[config.mk]
export PLATFORM = sky130hd
export DESIGN_NAME = bp_fe_replay_fifo
export DESIGN_NICKNAME = d
export VERILOG_FILES = /design/src/rtl/bp_fe_replay_fifo.sv
export SDC_FILE = /design/constraint.sdc
export NUM_CORES = 1
export LEC_CHECK = 0
export CORE_ASPECT_RATIO = 2
export CORE_MARGIN = 8
export CORE_UTILIZATION = 36
export CTS_CLUSTER_DIAMETER = 60
export DETAILED_ROUTE_END_ITERATION = 8
export PLACE_DENSITY = 0.55
export SLEW_MARGIN = 30
export SYNTH_ARGS = -nofsm -noshare
export SYNTH_HDL_FRONTEND = slang
export SYNTH_SLANG_ARGS = --single-unit
[constraint.sdc]
create_clock -name clk_i -period 16.9 [get_ports clk_i]
set_input_delay 3.38 -clock clk_i [delete_from_list [all_inputs] [get_ports clk_i]]
set_output_delay 3.38 -clock clk_i [all_outputs]
set_load 0.02 [all_outputs]
[src/rtl/bp_fe_replay_fifo.sv]
`default_nettype none
// ============================================================================
// bp_fe_replay_fifo : in-order fetch replay queue with multi-entry commit,
// in-flight issue cap and rollback. Optional BP_FE_REPLAY_FIFO_STATS_EN.
// Revision: 1.0
// ============================================================================
module bp_fe_replay_fifo #(
  parameter int width_p        = 64,
  parameter int els_p          = 8,
  parameter int max_inflight_p = 8,
  parameter int commit_width_p = 2
) (
  input  logic                                clk_i,
  input  logic                                reset_i,
  input  logic [width_p-1:0]                  data_i,
  input  logic                                v_i,
  output logic                                ready_o,
  output logic [width_p-1:0]                  data_o,
  output logic                                v_o,
  input  logic                                yumi_i,
  input  logic [$clog2(commit_width_p+1)-1:0] deq_cnt_i,
  input  logic                                roll_v_i,
  input  logic                                clr_v_i,
  output logic [$clog2(els_p+1)-1:0]          occupancy_o,
  output logic [$clog2(els_p+1)-1:0]          inflight_o,
  output logic [31:0]                         stat_roll_cnt_o
);

  localparam int ptr_w_lp = $clog2(els_p) + 1;
  localparam int idx_w_lp = ptr_w_lp - 1;
  localparam int cnt_w_lp = $clog2(els_p + 1);

  logic [ptr_w_lp-1:0] wptr_q, wptr_d;
  logic [ptr_w_lp-1:0] rptr_q, rptr_d;
  logic [ptr_w_lp-1:0] cptr_q, cptr_d;
  logic [width_p-1:0]  mem_q [els_p];

  logic [ptr_w_lp-1:0] occ;
  logic [ptr_w_lp-1:0] infl;
  logic                enq;

  // Differences are taken modulo 2*els_p; the wrap bit separates full from empty.
  assign occ  = wptr_q - cptr_q;
  assign infl = rptr_q - cptr_q;

  assign ready_o = ~reset_i & ~clr_v_i & (occ < ptr_w_lp'(els_p));
  assign enq     = v_i & ready_o;

  assign v_o    = ~reset_i & (wptr_q != rptr_q) & (infl < ptr_w_lp'(max_inflight_p));
  assign data_o = mem_q[rptr_q[idx_w_lp-1:0]];

  assign occupancy_o = reset_i ? '0 : cnt_w_lp'(occ);
  assign inflight_o  = reset_i ? '0 : cnt_w_lp'(infl);

  // Commit always lands; roll and clear rewind onto the post-commit pointer.
  always_comb begin
    cptr_d = cptr_q + ptr_w_lp'(deq_cnt_i);
    rptr_d = rptr_q + ptr_w_lp'(yumi_i);
    wptr_d = wptr_q + ptr_w_lp'(enq);
    if (roll_v_i | clr_v_i) begin
      rptr_d = cptr_d;
    end
    if (clr_v_i) begin
      wptr_d = cptr_d;
    end
  end

  always_ff @(posedge clk_i or posedge reset_i) begin
    if (reset_i) begin
      wptr_q <= '0;
      rptr_q <= '0;
      cptr_q <= '0;
    end else begin
      wptr_q <= wptr_d;
      rptr_q <= rptr_d;
      cptr_q <= cptr_d;
    end
  end

  always_ff @(posedge clk_i) begin
    if (enq) begin
      mem_q[wptr_q[idx_w_lp-1:0]] <= data_i;
    end
  end

`ifdef BP_FE_REPLAY_FIFO_STATS_EN
  logic [31:0] stat_q, stat_d;

  always_comb begin
    stat_d = stat_q;
    if ((roll_v_i | clr_v_i) && (infl != '0) && (stat_q != 32'hFFFF_FFFF)) begin
      stat_d = stat_q + 32'd1;
    end
  end

  always_ff @(posedge clk_i or posedge reset_i) begin
    if (reset_i) begin
      stat_q <= '0;
    end else begin
      stat_q <= stat_d;
    end
  end

  assign stat_roll_cnt_o = stat_q;
`else
  assign stat_roll_cnt_o = '0;
`endif

`ifndef SYNTHESIS
  always_ff @(posedge clk_i) begin
    if (!reset_i) begin
      assert (ptr_w_lp'(deq_cnt_i) <= infl)
        else $error("bp_fe_replay_fifo: deq_cnt_i exceeds in-flight count");
      assert (32'(deq_cnt_i) <= 32'(commit_width_p))
        else $error("bp_fe_replay_fifo: deq_cnt_i exceeds commit width");
      assert (!(yumi_i && !v_o))
        else $error("bp_fe_replay_fifo: yumi_i without v_o");
    end
  end
`endif

endmodule
`default_nettype wire

==> flow_metrics.env <==
export IMPL_yosys_top_cells_area="edfxtp_1 (75%), mux4_2 (14%), mux2_2 (3.7%)"
export IMPL_hold_end="cptr_q[0]$_DFF_PP0_"
export IMPL_fillCellCount=4963
export IMPL_r2r_setup_slack_ns=12.99
export IMPL_grt_max_degree=54
export IMPL_antenna_found_initial=6
export IMPL_crit_buf_inv=3
export IMPL_worst_slew_pin_slew_ns=0.966
export IMPL_fin_skew_ns=0.0147
export IMPL_stdcell_count=1860
export IMPL_initial_core_util=0.361
export IMPL_crit_slowest_cell="clkdlybuf4s50_1"
export IMPL_rows=124
export IMPL_min_from="cptr_q[0]$_DFF_PP0_"
export IMPL_ios=178
export IMPL_hold_violations=0
export IMPL_post_route_period_util=0.510
export IMPL_synth_distinct_cells=36
export IMPL_drv_slew=0
export IMPL_avgSynthCellArea_um2=23.1
export IMPL_worst_slew_margin_rel=0.356
export IMPL_cp_end_kind="output pin"
export IMPL_ys_flop_type="edfxtp_1"
export IMPL_nNetsFinal=1151
export IMPL_placedCellCount=1770
export IMPL_synth_top_cell_by_area="edfxtp_1"
export IMPL_cap_violations=0
export IMPL_dieArea_um2=65300
export IMPL_ctsHoldBuffers=0
export IMPL_insertion_delay_ns=0.55
export IMPL_root_buffer="clkbuf_16"
export IMPL_p_leak_nw=7.71
export IMPL_ant_nets=0
export IMPL_place_port_buffers=145
export IMPL_placed_area_um2=22800
export IMPL_crit_path_frequent_cell="clkdlybuf4s50_1"
export IMPL_path_max_fanout=13
export IMPL_r2r_end="mem_q[5][53]$_DFFE_PP_"
export IMPL_synth_async_sr_flop_share=0.0229
export IMPL_min_path_type="reg -> reg"
export IMPL_final_area_um2=24400
export IMPL_status="complete, no violations"
export IMPL_timing_fmax_ghz=0.116
export IMPL_yosys_warnings=0
export IMPL_die_w_um=185
export IMPL_core_area_um2=56800
export IMPL_yosysSeqAreaShare=0.764
export IMPL_dp_hpwl_um=24100
export IMPL_grt_setup_unrepaired="false"
export IMPL_wl_per_cell_um=23.1
export IMPL_tritoncts="built"
export IMPL_setup_viol=0
export IMPL_numCtsBuffers=48
export IMPL_post_cts_buffers=0
export IMPL_cpPeakStageDelay_ns=0.60
export IMPL_avgViaCountPerCell=4.95
export IMPL_drtIter0Drc=602
export IMPL_die_h_um=354
export IMPL_synth_area_um2=20500
export IMPL_gp_congestion=0.731
export IMPL_setup_tns_ns=0
export IMPL_grt_ovfl_total=0
export IMPL_required_ns=13.52
export IMPL_grt_pass1_vias=10065
export IMPL_cts_sinks=524
export IMPL_syn2layout_area_growth_pct=18.9
export IMPL_cts_htree_levels=2
export IMPL_path_class="in -> out"
export IMPL_critPathArrivalTime_ns=5.24
export IMPL_synth_edf_count=512
export IMPL_drt_total_wl_um=43000
export IMPL_drt_first_pass_iters=4
export IMPL_grt_pass1_wl_um=64000
export IMPL_cp_cell_sequence="clkdlybuf4s50_1 -> inv_1 -> and3_1 -> clkdlybuf4s50_1"
export IMPL_synth_top_cell_area_share=0.750
export IMPL_drc_errors=0
export IMPL_hold_depth=1
export IMPL_cts_repair_resized=0
export IMPL_r2r_start="wptr_q[0]$_DFF_PP0_"
export IMPL_grt_usage=0.131
export IMPL_fin_util=0.430
export IMPL_clock_path_buffers=3
export IMPL_synthCells=889
export IMPL_path_clk_slew_ns=0.06
export IMPL_ir_drop_mv=0.117
export IMPL_worstRegToRegCells=7
export IMPL_vias=9201
export IMPL_cp_top_family="buffers and inverters"
export IMPL_cp_start_kind="input port"
export IMPL_fin_crit_ns=8.62
export IMPL_layout_drive_gt1_share=0.272
export IMPL_yosys_register_bits=524
export IMPL_powerDensity_nw_per_um2=165
area by class of cell:
cell class / instances / area [µm²] / area share
Clock inverter: 31 / 298 / 0.0122
Sequential cell: 524 / 15700 / 0.643
Timing Repair Buffer: 168 / 1660 / 0.0681
Antenna cell: 4 / 10.0 / 0.000410
Tap cell: 756 / 946 / 0.0388
Multi-Input combinational cell: 310 / 4500 / 0.184
Inverter: 12 / 45.0 / 0.00185
Clock buffer: 55 / 1250 / 0.0512
registers in the layout (all words and copies together), names as in the netlist:
name,flops
rptr_q,4
mem_q,512
wptr_q,4
cptr_q,4
metal layers:
| layer | vias to the layer above | wire length [µm] | GRT usage |
|---|---|---|---|
| met3 | 53 | 3150 | 0.0348 |
| met4 | 6 | 681 | 0.0312 |
| met5 | - | 42 | 0 |
| met1 | 4908 | 18100 | 0.168 |
| li1 | 3991 | - | - |
| met2 | 243 | 21000 | 0.218 |
layout by cell type, fill, tap and decap left out, drive strengths merged, types with 2 or more instances in the layout:
| master | synthesis | layout |
|---|---|---|
| and3 | 2 | 2 |
| a21oi | 6 | 6 |
| mux2 | 67 | 67 |
| nor2 | 9 | 9 |
| fa | 3 | 3 |
| a2111oi | 2 | 2 |
| diode | 0 | 4 |
| a211oi | 4 | 4 |
| clkdlybuf4s50 | 0 | 145 |
| dfrtp | 12 | 12 |
| o21ai | 3 | 3 |
| nor2b | 2 | 2 |
| conb | 1 | 32 |
| xor2 | 7 | 7 |
| nand2b | 2 | 2 |
| clkinv | 0 | 23 |
| clkbuf | 16 | 55 |
| nand3 | 5 | 5 |
| mux4 | 128 | 128 |
| a21o | 2 | 2 |
| mux2i | 2 | 2 |
| xnor2 | 6 | 6 |
| buf | 58 | 23 |
| edfxtp | 512 | 512 |
| ha | 12 | 12 |
| nand2 | 7 | 7 |
| inv | 12 | 12 |
| clkinvlp | 0 | 2 |
| bufinv | 0 | 6 |
power breakdown:
group | internal (W) | leakage, nW | switching [W]
sequential | 0.00149 | 4.74 | 0.0000795
clock | 0.000620 | 0.763 | 0.000447
combinational | 0.000705 | 2.20 | 0.000692
total | 0.00281 | 7.71 | 0.00122
cell usage after synthesis (3+ instances only):
cell / n
fa_1: 3
mux4_2: 128
buf_2: 15
dfrtp_1: 12
mux2_2: 67
nor2_1: 9
inv_1: 12
o21ai_0: 3
buf_6: 11
a211oi_1: 4
ha_1: 12
clkbuf_1: 16
nand3_1: 5
xnor2_1: 6
xor2_1: 7
a21oi_1: 6
edfxtp_1: 512
nand2_1: 7
buf_4: 32
through the flow:
step	hold WS (ns)	setup slack, ns	total power, W
floorplan	0.527	2.26	0.00249
global placement	0.653	8.28	0.00300
detailed placement	0.654	8.24	0.00303
CTS	0.668	8.23	0.00410
global route	0.673	8.11	0.00422
finish	0.665	8.28	0.00403
worst max-delay path by stage:
stage | start | endpoint | slack (ns) | cells after the start
6_report | reset_i | occupancy_o[3] | 8.28 | 4
4_1_cts | reset_i | occupancy_o[3] | 8.23 | 4
3_3_place_gp | reset_i | occupancy_o[3] | 8.28 | 4
5_1_grt | reset_i | occupancy_o[3] | 8.11 | 4
3_5_place_dp | reset_i | occupancy_o[3] | 8.24 | 4
2_1_floorplan | reset_i | mem_q[6][0]$_DFFE_PP_ | 2.26 | 4
cells by family (layout without fill, tap and decap cells):
kind of cell	Yosys count	after routing	synth area share
buf+inv	86	266	0.0265
flops	524	524	0.764
fa+ha+maj	15	15	0.0102
mux	197	197	0.178
simple gates	32	32	0.00769
compound gates	21	21	0.00714
other cells	1	36	0.000183
xor+xnor	13	13	0.00555
No activity file was read; power rests on OpenSTA's default activity.
